### src/rtl/fdd_ctrl_pkg.sv
// Shared constants for the FDD drive controller: register map, status bit positions, hold states.
package fdd_ctrl_pkg;

  localparam logic [1:0] REG_HOLD  = 2'd0;
  localparam logic [1:0] REG_WPROT = 2'd1;
  localparam logic [1:0] REG_SIDE  = 2'd2;
  localparam logic [1:0] REG_DRIVE = 2'd3;

  localparam int DOUT_TIMEOUT = 7;
  localparam int DOUT_READY   = 6;
  localparam int DOUT_SIDE    = 5;
  localparam int DOUT_HOLD    = 4;
  localparam int DOUT_WPROT   = 3;

  typedef enum logic {IDLE, HOLD} hold_state_t;

endpackage

### src/rtl/fdd_drive_ctrl_slot.sv
// One image slot: remembers the size of the last completed download and whether it is usable.
module fdd_slot #(
  parameter int SIZE_W = 20
) (
  input  logic              clk_sys,
  input  logic              reset,
  input  logic              start,
  input  logic              done,
  input  logic [SIZE_W-1:0] final_addr,
  output logic [SIZE_W-1:0] size,
  output logic              ready
);

  // A zero-length image is latched but never becomes ready.
  always_ff @(posedge clk_sys or posedge reset) begin
    if (reset) begin
      size  <= '0;
      ready <= 1'b0;
    end else if (done) begin
      size  <= final_addr;
      ready <= |final_addr;
    end else if (start) begin
      ready <= 1'b0;
    end
  end

endmodule

### src/rtl/fdd_drive_ctrl.sv
// Multi-drive FDD side/drive/hold controller. Define FDD_WRPROT_EN to add the per-drive
// write-protect mask register and the fdd_wprot output.
module fdd_drive_ctrl
  import fdd_ctrl_pkg::*;
#(
  parameter int NUM_DRIVES   = 4,
  parameter int SIZE_W       = 20,
  parameter int BASE_INDEX   = 2,
  parameter int HOLD_TIMEOUT = 4800000,
  localparam int DRV_W       = $clog2(NUM_DRIVES)
) (
  input  logic                    clk_sys,
  input  logic                    reset,
  input  logic                    ioctl_download,
  input  logic [4:0]              ioctl_index,
  input  logic [24:0]             ioctl_addr,
  input  logic                    wr,
  input  logic [1:0]              addr,
  input  logic [7:0]              din,
  output logic [7:0]              dout,
  input  logic                    fdd_drq,
  input  logic                    fdd_busy,
  output logic                    cpu_hold,
  output logic                    fdd_side,
  output logic [DRV_W-1:0]        fdd_drive,
  output logic                    fdd_ready,
  output logic [SIZE_W-1:0]       fdd_size,
  output logic [SIZE_W+DRV_W-1:0] fdd_base
`ifdef FDD_WRPROT_EN
  ,
  output logic                    fdd_wprot
`endif
);

  localparam int CNT_W = $clog2(HOLD_TIMEOUT + 1);
  localparam logic [CNT_W-1:0] CNT_LAST = CNT_W'(HOLD_TIMEOUT - 1);

  logic              wr_d, dl_d;
  logic              wr_rise, arm, fdd_rel;
  logic              dl_rise, dl_fall, slot_hit, dl_release;
  logic [5:0]        idx_rel;
  logic [DRV_W-1:0]  slot_sel;
  hold_state_t       state_q, state_d;
  logic [CNT_W-1:0]  cnt_q, cnt_d;
  logic              timeout_q, timeout_d;
  logic [NUM_DRIVES-1:0] ready_vec;
  logic [SIZE_W-1:0] size_arr [NUM_DRIVES];
  logic              unused_addr_bits;

  assign wr_rise = wr & ~wr_d;
  assign arm     = wr_rise && (addr == REG_HOLD);
  assign fdd_rel = fdd_drq | ~fdd_busy;
  assign dl_rise = ioctl_download & ~dl_d;
  assign dl_fall = ~ioctl_download & dl_d;

  // Indices below BASE_INDEX wrap to large values and fall outside the slot range.
  assign idx_rel    = {1'b0, ioctl_index} - 6'(BASE_INDEX);
  assign slot_hit   = idx_rel < 6'(NUM_DRIVES);
  assign slot_sel   = idx_rel[DRV_W-1:0];
  assign dl_release = dl_rise && slot_hit && (slot_sel == fdd_drive);
  assign unused_addr_bits = ^ioctl_addr[24:SIZE_W];

  for (genvar i = 0; i < NUM_DRIVES; i++) begin : g_slot
    fdd_slot #(.SIZE_W(SIZE_W)) u_slot (
      .clk_sys    (clk_sys),
      .reset      (reset),
      .start      (dl_rise && slot_hit && (slot_sel == DRV_W'(i))),
      .done       (dl_fall && slot_hit && (slot_sel == DRV_W'(i))),
      .final_addr (ioctl_addr[SIZE_W-1:0]),
      .size       (size_arr[i]),
      .ready      (ready_vec[i])
    );
  end

  always_ff @(posedge clk_sys or posedge reset) begin
    if (reset) begin
      wr_d      <= 1'b0;
      dl_d      <= 1'b0;
      fdd_side  <= 1'b0;
      fdd_drive <= '0;
      state_q   <= IDLE;
      cnt_q     <= '0;
      timeout_q <= 1'b0;
    end else begin
      wr_d      <= wr;
      dl_d      <= ioctl_download;
      state_q   <= state_d;
      cnt_q     <= cnt_d;
      timeout_q <= timeout_d;
      if (wr_rise && addr == REG_SIDE)
        fdd_side <= din[0];
      if (wr_rise && addr == REG_DRIVE && din < 8'(NUM_DRIVES))
        fdd_drive <= din[DRV_W-1:0];
    end
  end

  // Any release source beats a simultaneous arm; the counter only runs while holding.
  always_comb begin
    state_d   = state_q;
    cnt_d     = cnt_q;
    timeout_d = timeout_q;
    if (arm) begin
      cnt_d     = '0;
      timeout_d = 1'b0;
    end
    case (state_q)
      IDLE: if (arm && !fdd_rel) state_d = HOLD;
      HOLD: begin
        if (fdd_rel || dl_release) begin
          state_d = IDLE;
          cnt_d   = '0;
        end else if (!arm) begin
          if (cnt_q == CNT_LAST) begin
            state_d   = IDLE;
            cnt_d     = '0;
            timeout_d = 1'b1;
          end else begin
            cnt_d = cnt_q + CNT_W'(1);
          end
        end
      end
      default: state_d = IDLE;
    endcase
  end

`ifdef FDD_WRPROT_EN
  logic [NUM_DRIVES-1:0] wprot_mask;

  always_ff @(posedge clk_sys or posedge reset) begin
    if (reset) begin
      wprot_mask <= '1;
    end else begin
      if (wr_rise && addr == REG_WPROT)
        wprot_mask <= din[NUM_DRIVES-1:0];
      if (dl_fall && slot_hit)
        wprot_mask[slot_sel] <= 1'b0;
    end
  end

  assign fdd_wprot = wprot_mask[fdd_drive];
`endif

  assign cpu_hold  = (state_q == HOLD);
  assign fdd_ready = ready_vec[fdd_drive];
  assign fdd_size  = size_arr[fdd_drive];
  assign fdd_base  = {fdd_drive, {SIZE_W{1'b0}}};

  always_comb begin
    dout               = '0;
    dout[DOUT_TIMEOUT] = timeout_q;
    dout[DOUT_READY]   = fdd_ready;
    dout[DOUT_SIDE]    = fdd_side;
    dout[DOUT_HOLD]    = cpu_hold;
`ifdef FDD_WRPROT_EN
    dout[DOUT_WPROT]   = fdd_wprot;
`endif
    dout[2:0]          = 3'(fdd_drive);
  end

endmodule

### config.mk
export PLATFORM = sky130hd
export DESIGN_NAME = fdd_drive_ctrl
export DESIGN_NICKNAME = d
export VERILOG_FILES = /design/src/rtl/fdd_ctrl_pkg.sv /design/src/rtl/fdd_drive_ctrl_slot.sv /design/src/rtl/fdd_drive_ctrl.sv
export SDC_FILE = /design/constraint.sdc
export NUM_CORES = 1
export LEC_CHECK = 0
export CAP_MARGIN = 10
export CORE_UTILIZATION = 57
export DETAILED_ROUTE_END_ITERATION = 8
export PLACE_DENSITY_LB_ADDON = 0.25
export SYNTH_ARGS = -nofsm -noshare
export SYNTH_HDL_FRONTEND = slang
export SYNTH_SLANG_ARGS = --single-unit
### constraint.sdc
create_clock -name clk_sys -period 10.7 [get_ports clk_sys]
set_input_delay 2.14 -clock clk_sys [delete_from_list [all_inputs] [get_ports clk_sys]]
set_output_delay 2.14 -clock clk_sys [all_outputs]
set_load 0.01 [all_outputs]
Yosys cells after proc, flatten, opt, wreduce, memory -nomap -nowiden
Cells that the tools add are included.
{"block": "totals", "memories": 0, "inputBits": 46, "ff_bits": 114, "romBits": 0, "ramBits": 0, "latch_bits": 0, "out_inout_bits": 55}
{"block": "op_classes", "eq_ne": 7, "multipliers": 0, "n_shift": 0, "reduce_logical": 25, "n_bitwise": 10, "add_sub_neg": 2, "div_mod_pow": 0, "order_cmp": 4, "n_mux": 28}
{"op": "2-to-1 mux 23 bit", "count": 5}
{"op": "binary-select mux 20 bit (select 2 bit)", "count": 1}
{"op": "2-to-1 mux 20 bit", "count": 2}
{"op": "adder 23 x 1 -> 23 bit, second input constant", "count": 1}
{"op": "equality test 23 bit, second input constant", "count": 1}
{"op": "OR reduction 20 bit", "count": 1}
{"op": "2-to-1 mux 1 bit", "count": 18}
{"op": "logical AND 1 bit", "count": 16}
{"op": "equality test 2 bit, second input constant", "count": 4}
{"op": "< comparator 8 x 3 -> 1 bit, second input constant", "count": 1}
{"op": "nonzero test 2 bit", "count": 4}
{"op": "< comparator 6 x 3 -> 1 bit, second input constant", "count": 1}
{"op": "subtractor 5 x 2 -> 6 bit, second input constant", "count": 1}
{"op": "inverter 1 bit", "count": 5}
{"op": "zero test 2 bit", "count": 2}
{"op": "bitwise AND 1 bit", "count": 3}
{"op": "greater-or-equal comparator 3 bit, second input constant", "count": 1}
{"op": "< comparator 2 x 3 -> 1 bit, second input constant", "count": 1}
{"op": "inverter 2 -> 3 bit", "count": 1}
{"op": "binary-select mux 1 bit (select 2 bit)", "count": 1}
{"op": "equality test 2 x 1 -> 1 bit, second input constant", "count": 1}
{"op": "equality test 2 bit", "count": 1}
{"op": "case mux 1 bit (2 select lines)", "count": 1}
{"op": "zero test 1 bit", "count": 1}
{"op": "other kinds (2)", "count": 2}

Longest topological paths before layout
Gate-level depths: netlist (run 1).
{"block": "depth", "depth_word": 8, "mapped_depth": 9, "depth_no_buf": 7}

By module
From an unflattened synthesis (run 1), not the netlist that was laid out.
{"block": "hier_totals", "cells_unflattened": 472, "area_unflattened_um2": 6015.8}
{"mod": "fdd_slot", "cells_each": 53, "seq_area_each_um2": 525.5, "area_each_um2": 854.6, "instances": 4}
{"mod": "fdd_drive_ctrl", "cells_each": 260, "seq_area_each_um2": 750.7, "area_each_um2": 2597.5, "instances": 1}

Least setup slack after synthesis (run 1)
Ideal clock, no wire load.
{"block": "synth_path", "path_kind": "input port to flip-flop", "from": "input port ioctl_index[1]", "to": "register g_slot[0].u_slot.size[0]", "setup_slack_ps": 6771, "required_ps": 10575, "arrival_time_ps": 3804, "setup_time_ps": 125, "n_path_buf": 1, "stages": 8, "path_cell_list": "inv_1 > ha_1 > or2_4 > o31ai_4 > nand4_1 > nor3_1 > buf_4 > mux2_2"}
{"block": "synth_via", "elab_chain_cells": 4, "word_cells_on_any_way": 5}
{"item": "from (decl)", "line_no": "fdd_drive_ctrl.sv:15", "source": "input logic [4:0] ioctl_index,"}
{"item": "subtractor 5 x 2 -> 6 bit (*)", "line_no": "fdd_drive_ctrl.sv:57", "source": "assign idx_rel = {1'b0, ioctl_index} - 6'(BASE_INDEX);"}
{"item": "< comparator 6 x 3 -> 1 bit", "line_no": "fdd_drive_ctrl.sv:58", "source": "assign slot_hit = idx_rel < 6'(NUM_DRIVES);"}
{"item": "logical AND 1 bit", "line_no": "fdd_drive_ctrl.sv:68", "source": ".done (dl_fall && slot_hit && (slot_sel == DRV_W'(i))),"}
{"item": "logical AND 1 bit (*)", "line_no": "fdd_drive_ctrl.sv:68"}
{"item": "to (signal assigned)", "line_no": "fdd_drive_ctrl_slot.sv:20", "source": "size <= final_addr;"}
{"item": "to (decl)", "line_no": "fdd_drive_ctrl_slot.sv:10", "source": "output logic [SIZE_W-1:0] size,"}
Mark *: on every way between the ends. The rest lies on a longest branch, timed or not.
A chain may end at the register's enable or synchronous reset.

Worst setup path in the final report (run 1)
{"block": "layout_path", "from": "register fdd_drive[0]", "to": "output port fdd_size[10]"}
{"block": "layout_via", "elab_chain_cells": 4}
{"item": "from (decl)", "line_no": "fdd_drive_ctrl.sv:25", "source": "output logic [DRV_W-1:0] fdd_drive,"}
{"item": "from (signal assigned)", "line_no": "fdd_drive_ctrl.sv:93", "source": "fdd_drive <= din[DRV_W-1:0];"}
{"item": "inverter 2 -> 3 bit (implied by the code)", "line_no": "fdd_drive_ctrl.sv:145", "source": "assign fdd_size = size_arr[fdd_drive];"}
{"item": "binary-select mux 20 bit (select 2 bit)", "line_no": "fdd_drive_ctrl.sv:145"}
{"item": "2-to-1 mux 20 bit (implied by the code) (2 in series)", "line_no": "fdd_drive_ctrl.sv:145"}
{"item": "to (decl)", "line_no": "fdd_drive_ctrl.sv:27", "source": "output logic [SIZE_W-1:0] fdd_size,"}
Every way passes these cells. The select of a mux whose other input is x is not followed.

==> results of run 1 <==
## layout by cell type (no fill, tap or decap), types with 4 or more instances in the layout
cell | Yosys | layout
o31ai_1 | 15 | 15
buf_4 | 32 | 6
nand4_1 | 6 | 6
o21ai_0 | 13 | 13
and3_1 | 11 | 11
nor2_1 | 10 | 9
or2_2 | 4 | 4
mux4_2 | 21 | 21
clkbuf_8 | 0 | 8
conb_1 | 1 | 22
nand2_1 | 18 | 18
nor3_1 | 6 | 5
dfrtp_1 | 114 | 114
nand3_1 | 7 | 7
mux2_4 | 20 | 20
nor4b_1 | 11 | 11
mux2_2 | 63 | 63
clkdlybuf4s50_1 | 0 | 73
nor4_1 | 8 | 8
a21o_1 | 12 | 12
inv_1 | 9 | 8
clkbuf_16 | 0 | 16
## report_power, final
group          internal, uW  total [uW]  switching (uW)  leakage [uW]
Combinational           137         217            80.0       0.00142
Clock                   349         534             185      0.000284
Sequential              502         541            38.6       0.00150
Total                   987        1290             304       0.00320
## critical path: cells and delay by family, from the launching register on
family	cells	cell delay, ps
buf+inv	2	920
mux	1	600
flops	1	460
## synthesized netlist by cell type (3+ instances only)
| master | n | area share, % |
|---|---|---|
| dfrtp_1 | 114 | 49 |
| mux2_2 | 63 | 12 |
| buf_4 | 32 | 4.1 |
| mux4_2 | 21 | 8.1 |
| mux2_4 | 20 | 5.1 |
| nand2_1 | 18 | 1.2 |
| buf_2 | 15 | 1.3 |
| o31ai_1 | 15 | 1.9 |
| o21ai_0 | 13 | 1.1 |
| a21o_1 | 12 | 1.5 |
| and3_1 | 11 | 1.2 |
| nor4b_1 | 11 | 1.6 |
| nor2_1 | 10 | 0.64 |
| inv_1 | 9 | 0.58 |
| nor4_1 | 8 | 0.85 |
| nand3_1 | 7 | 0.60 |
| nand4_1 | 6 | 0.64 |
| nor3_1 | 6 | 0.51 |
| or2_2 | 4 | 0.43 |
| and4_1 | 3 | 0.45 |
| clkbuf_1 | 3 | 0.19 |
| nor2b_1 | 3 | 0.32 |
| or3_1 | 3 | 0.32 |
| xnor2_1 | 3 | 0.45 |
| xor2_1 | 3 | 0.45 |
## area by class of cell
type | count | area [um2] | share of cell area [%]
inverters | 9 | 36.3 | 0.511
repair buffers | 79 | 776 | 10.9
clock inverters | 4 | 45.0 | 0.634
flip-flops and latches | 114 | 2850 | 40.2
clock buffers | 27 | 522 | 7.35
well taps | 133 | 166 | 2.34
multi-input cells | 295 | 2700 | 38.1
## state kept, by name (all words and copies together) (netlist names)
| register | count |
|---|---|
| g_slot.u_slot.size | 80 |
| cnt_q | 23 |
| g_slot.u_slot.ready | 4 |
| fdd_drive | 2 |
| cpu_hold | 1 |
| dl_d | 1 |
| fdd_side | 1 |
| timeout_q | 1 |
| wr_d | 1 |
## logic make-up (layout without fill, tap and decap cells)
| kind of cell | count (synthesis) | after routing | synth area share [%] |
|---|---|---|---|
| xor+xnor | 6 | 6 | 0.897 |
| simple gates | 107 | 107 | 11.3 |
| fa+ha+maj | 2 | 2 | 0.427 |
| compound gates | 54 | 54 | 6.73 |
| mux | 104 | 104 | 25.3 |
| flops | 114 | 114 | 48.7 |
| buf+inv | 62 | 119 | 6.60 |
| other cells | 1 | 22 | 0.0640 |
## layer usage
metal	vias up	share of wire, %	global-route usage (%)
met4	0	0.92	7.15
met5	-	0	0
met3	14	5.2	8.47
met2	118	51	42.0
li1	1766	-	-
met1	2014	43	32.2
## stage by stage
step	hold WS, ps	util (%)	cell area (um2)	power [uW]
after floorplan	464	-	5940	676
after global placement	479	66.2	6540	747
after detailed placement	489	66.2	6540	761
after CTS	504	72.0	7100	1300
after global routing	509	72.0	7100	1340
final	503	72.0	7100	1290
## worst max path at each step
| stage | end | from |
|---|---|---|
| floorplan | cnt_q[0] | reset |
| global placement | cnt_q[7] | ioctl_index[1] |
| detailed placement | cnt_q[18] | ioctl_index[1] |
| CTS | fdd_size[10] | fdd_drive[0] |
| global route | cnt_q[1] | ioctl_index[1] |
| finish | fdd_size[10] | fdd_drive[0] |
==> impl_metrics.yaml, run 1 <==
grt:
  overflow: 0
  grt_pass1_vias: 3900
  antenna_found_initial: 0
  grt_pass1_wl_mm: 20.0
  grt.total_usage_pct: 25.4
  grt_max_degree: 78
routing:
  vias_per_cell: 5.92
  wl_mm: 12.3
  drt-pass1-iter-count: 4
  via_count: 3912
  drt_drc_violations_left: 0
  ant_nets: 0
  wire_per_inst_um: 18.7
  drt_iter0_markers: 151
pwr:
  power.density_mw_per_mm2: 182
  ir_drop_uv: 155
  p_leak_uw: 0.00320
clocking:
  postCtsSetupBuffers: 0
  cts.sinks: 114
  clockBufferDepth: 2
  clock_latency_ps: 520
  htreeDepth: 4
  hold_buffers: 0
  cts_tree: "yes"
  numCtsBuffers: 17
  path_clk_slew_ps: 60
  cts_resized: 0
  cts_root_buf: "clkbuf_8"
timing:
  tns_ps: 0
  drv_slew: 0
  finClkSkew_ps: 9.71
  slew_headroom_pct: 22.3
  rsz0062_at_grt: "no"
  fin_crit_sh_pct: 43.6
  worst_slack_ps: 6040
  setup_viol: 0
  fmax_ghz: 0.214
  min_period_ps: 4660
  worst_pin_slew_ps: 1170
  hold_viol: 0
synthesis:
  ys_types: 53
  ys_async_sr_fraction_pct: 100
  syn_area_mm2: 0.00586
  ys.flop_type: "dfrtp_1"
  synthCells: 450
  synth_seq_cells: 114
  yosys_warnings: 0
  syn_avg_cell_area_um2: 13.0
  synth-edff-count: 0
  ys_seq_area_share_pct: 48.7
worst_setup_path:
  r2r_slack_ps: 7980
  slowest_stage: "mux4_2"
  end_kind: "primary output"
  crit_type: "reg2out"
  cp.required_ps: 8560
  max_stage_delay_ps: 600
  timing.rr.start: "fdd_drive[0]"
  cp.arrival_ps: 2520
  cp_max_fo: 21
  r2r-end: "cnt_q[18]"
  start_kind: "register"
  ff2ff_path_depth: 6
  crit_chain: "buf_4 > mux4_2 > clkdlybuf4s50_1"
hold_path:
  hold_path_class: "reg2reg"
  hp-start: "g_slot[0].u_slot.size[4]"
  holdPathEnd: "g_slot[0].u_slot.size[4]"
  min_path_cells: 1
placed_design:
  place_inst: 630
  place_congestion: 0.791
  hpwl_mm: 7.89
  portBuffers: 73
  preCtsSetupSlack_ps: 5590
final_layout:
  syn2layout_area_growth_pct: 21.3
  diodes: 0
  final_cell_count_no_fill: 661
  fin_nets: 564
  final_layout_size_suffix_gt1_share_pct: 29.0
  nFillCells: 674
floorplanning:
  die_h_um: 103
  pin_count: 101
  die_area_mm2: 0.0107
  core-area_mm2: 0.00986
  start_util_pct: 59.4
  num_rows: 36
  die_x_um: 103
status:
  status: "completed"
run:
  drv_cap: 0
Power figures use the tool's default switching activity.
==> run 2, diff against run 1 <==
- CORE_UTILIZATION: 57 -> 53
- clock period: 10.7 -> 4.61 ns (I/O delays scaled with it)
==> impl_metrics.yaml, run 2 (synthesis gave the netlist of run 1 again) <==
status:
  status: "completed"
hold_path:
  hold_path_class: "reg2reg"
  hp-start: "g_slot[3].u_slot.size[2]"
floorplanning:
  pin_count: 101
  die_h_um: 107
  start_util_pct: 54.3
  die_area_mm2: 0.0115
  num_rows: 38
  core-area_mm2: 0.0108
  die_x_um: 107
placed_design:
  hpwl_mm: 7.75
  place_congestion: 0.778
  place_inst: 639
  place_area_mm2: 0.00656
  portBuffers: 73
routing:
  ant_nets: 0
  drt_drc_violations_left: 0
  drt_iter0_markers: 107
  via_count: 3922
  wire_per_inst_um: 17.9
  wl_mm: 12.0
  drt-pass1-iter-count: 4
  vias_per_cell: 5.85
clocking:
  htreeDepth: 4
  path_clk_slew_ps: 60
  cts.sinks: 114
  cts_root_buf: "clkbuf_8"
  clock_latency_ps: 510
  numCtsBuffers: 17
  cts_resized: 0
  cts_tree: "yes"
  hold_buffers: 0
  clockBufferDepth: 2
  postCtsSetupBuffers: 0
grt:
  overflow: 0
  grt_max_degree: 86
  grt.total_usage_pct: 23.2
  grt_pass1_wl_mm: 20.2
  grt_pass1_vias: 3938
  antenna_found_initial: 0
final_layout:
  final_cell_count_no_fill: 671
  mostFrequentLayoutCells: "dfrtp_1 (114), clkdlybuf4s50_1 (73), mux2_2 (63)"
  final_layout_size_suffix_gt1_share_pct: 29.4
  syn2layout_area_growth_pct: 21.3
  top_regs: "g_slot.u_slot.size: 80 flops, cnt_q: 23 flops, g_slot.u_slot.ready: 4 flops"
  diodes: 0
  final_common_cell: "dfrtp_1"
  final_cell_area_mm2: 0.00710
  fin_nets: 566
  max_flop_register: "g_slot.u_slot.size"
  largest_reg_flops: 80
pwr:
  ir_drop_uv: 283
  p_leak_uw: 0.00320
  power.density_mw_per_mm2: 414
timing:
  rsz0062_at_grt: "no"
  hold_viol: 0
  finClkSkew_ps: 3.71
  fmax_ghz: 0.284
  fin_crit_sh_pct: 76.5
  tns_ps: 0
  min_period_ps: 3530
  worst_pin_slew_ps: 1030
  drv_slew: 0
  setup_viol: 0
  slew_headroom_pct: 31.6
worst_setup_path:
  r2r_slack_ps: 2280
  end_kind: "primary output"
  cp_max_fo: 16
  start_kind: "register"
  cp-startpoint: "fdd_drive[1]"
  crit_type: "reg2out"
  timing.rr.start: "cnt_q[0]"
  cp.required_ps: 3690
  cp.arrival_ps: 2600
run:
  drv_cap: 0
[run 2: changes by cell type in the layout (fill, tap and decap cells not counted)]
cell,change
clkbuf_8,-4
nor2_2,-1
nor2_1,+1
clkbuf_1,-1
clkinv_4,+1
clkinvlp_4,+2
buf_4,+2
clkinv_2,+3
[run 2: report_power, final]
group	switching [uW]	leakage (uW)	internal [uW]
sequential	87.4	0.00150	1160
clock	438	0.000270	750
combinational	180	0.00143	318
[run 2: critical path: stages, from the launching register on]
cell and delay [ps]:
dfrtp_1 890, buf_4 350, mux4_2 340, clkdlybuf4s50_1 500
[run 2: area by class of cell]
class | count | area (um2)
Multi-Input combinational cell | 295 | 2700
Sequential cell | 114 | 2850
Clock buffer | 22 | 463
Clock inverter | 10 | 83.8
Timing Repair Buffer | 81 | 791
Tap cell | 140 | 175
Fill cell | 788 | 3690
Inverter | 9 | 36.3
[run 2: through the flow]
stage	util (%)	hold WS [ps]	power, uW	setup WS, ps
after floorplan	-	464	1570	672
after global placement	60.7	482	1730	979
after detailed placement	60.7	488	1760	864
after CTS	65.8	504	2970	1010
after global routing	65.8	512	3070	923
final	65.8	502	2940	1080
[run 2: layer usage]
metal	global-route usage (%)	wire length, um
met4	8.90	198
met5	0	0
met3	6.57	608
met2	36.4	5860
met1	30.7	5340
[run 2: final timing paths]
check / endpoint / depth (start not counted)
max: fdd_size[8] / 3
min: g_slot[3].u_slot.size[2] / 1
max reg2reg: cnt_q[12] / 6
min reg2reg: g_slot[3].u_slot.size[2] / 1
max in group asynchronous: g_slot[3].u_slot.size[13] / 3
min in group asynchronous: g_slot[3].u_slot.size[12] / 2
==> run 3, diff against run 2 <==
- clock period: 4.61 -> 3.6 ns (I/O delays scaled with it)
==> impl_metrics.yaml, run 3 (synthesis gave the netlist of run 1 again) <==
pwr:
  power.density_mw_per_mm2: 532
  finalPower_uw: 3830
  p_leak_uw: 0.00324
  ir_drop_uv: 321
status:
  status: "completed"
clocking:
  clockBufferDepth: 2
  cts.sinks: 114
  path_clk_slew_ps: 50
  htreeDepth: 4
  cts_resized: 0
  cts_tree: "yes"
  hold_buffers: 0
  cts_root_buf: "clkbuf_8"
  numCtsBuffers: 17
  clock_latency_ps: 520
  postCtsSetupBuffers: 0
floorplanning:
  die_area_mm2: 0.0115
  pin_count: 101
  die_h_um: 107
  start_util_pct: 54.3
  num_rows: 38
  core-area_mm2: 0.0108
  die_x_um: 107
final_layout:
  final_layout_size_suffix_gt1_share_pct: 30.1
  nFillCells: 774
  largest_reg_flops: 80
  max_flop_register: "g_slot.u_slot.size"
  fin_nets: 570
  diodes: 0
  syn2layout_area_growth_pct: 23.1
  final_common_cell: "dfrtp_1"
  top_regs: "g_slot.u_slot.size: 80 flops, cnt_q: 23 flops, g_slot.u_slot.ready: 4 flops"
  mostFrequentLayoutCells: "dfrtp_1 (114), clkdlybuf4s50_1 (73), mux2_2 (63)"
grt:
  grt_pass1_wl_mm: 20.6
  grt_pass1_vias: 4092
  overflow: 0
  grt.total_usage_pct: 23.5
  antenna_found_initial: 0
  grt_max_degree: 44
worst_setup_path:
  end_kind: "primary output"
  cp.arrival_ps: 2480
  crit_type: "reg2out"
  cp.required_ps: 2880
  r2r_slack_ps: 1240
  cp_max_fo: 15
  start_kind: "register"
timing:
  slew_headroom_pct: 48.9
  tns_ps: 0
  rsz0062_at_grt: "no"
  worst_pin_slew_ps: 766
  hold_viol: 0
  drv_slew: 0
  setup_viol: 0
  min_period_ps: 3200
  fmax_ghz: 0.312
  finClkSkew_ps: 14.3
  fin_crit_sh_pct: 89.0
placed_design:
  place_congestion: 0.821
  portBuffers: 73
  hpwl_mm: 7.94
hold_path:
  hold_path_class: "reg2reg"
routing:
  drt_drc_violations_left: 0
  drt_iter0_markers: 144
  ant_nets: 0
  wire_per_inst_um: 17.8
  vias_per_cell: 5.78
  wl_mm: 12.0
  drt-pass1-iter-count: 4
  via_count: 3903
run:
  drv_cap: 0
[run 3: final timing paths]
kind	from	to	cells after the start
max	fdd_drive[1]	fdd_size[19]	3
min	g_slot[1].u_slot.size[16]	g_slot[1].u_slot.size[16]	1
max reg2reg	cnt_q[0]	cnt_q[1]	6
min reg2reg	g_slot[1].u_slot.size[16]	g_slot[1].u_slot.size[16]	1
max in group asynchronous	reset	g_slot[0].u_slot.size[10]	3
min in group asynchronous	reset	g_slot[2].u_slot.size[13]	2
[run 3: worst max-delay path, stage by stage, from the launching register on]
cell             delay (ps)
dfrtp_1                 840
buf_4                   300
mux4_2                  330
clkdlybuf4s50_1         500
[run 3: layout make-up]
class                           instances  area, um2  share of cell area, %
Sequential cell                       114       2850                   39.6
Clock buffer                           21        459                   6.37
Timing Repair Buffer                   85        871                   12.1
Inverter                                9       37.5                  0.521
Clock inverter                         11        110                   1.53
Multi-Input combinational cell        295       2700                   37.5
Tap cell                              140        175                   2.43
[run 3: metrics by stage]
step / area (um2) / utilization, % / cells / hold WS (ps) / setup slack (ps)
global route: 7210 / 66.8 / 675 / 515 / 224
detailed placement: 6640 / 61.5 / 643 / 490 / 310
global placement: 6640 / 61.5 / 643 / 482 / 341
floorplan: 5940 / - / 471 / 464 / 1090
CTS: 7210 / 66.8 / 675 / 502 / 323
finish: 7210 / 66.8 / 675 / 501 / 398
[run 3: power breakdown]
part,internal (uW),switching [uW],leakage [uW]
clock,1030,564,0.000283
sequential,1490,110,0.00150
combinational,411,228,0.00145
[run 3: routing by layer]
layer  vias up  GRT usage (%)  part of all wire (%)
li1       1778              -                     -
met1      1994           30.9                    44
met2       119           38.4                    50
met3        12           5.35                   4.2
met4         0           8.51                   1.3
met5         -              0                     0
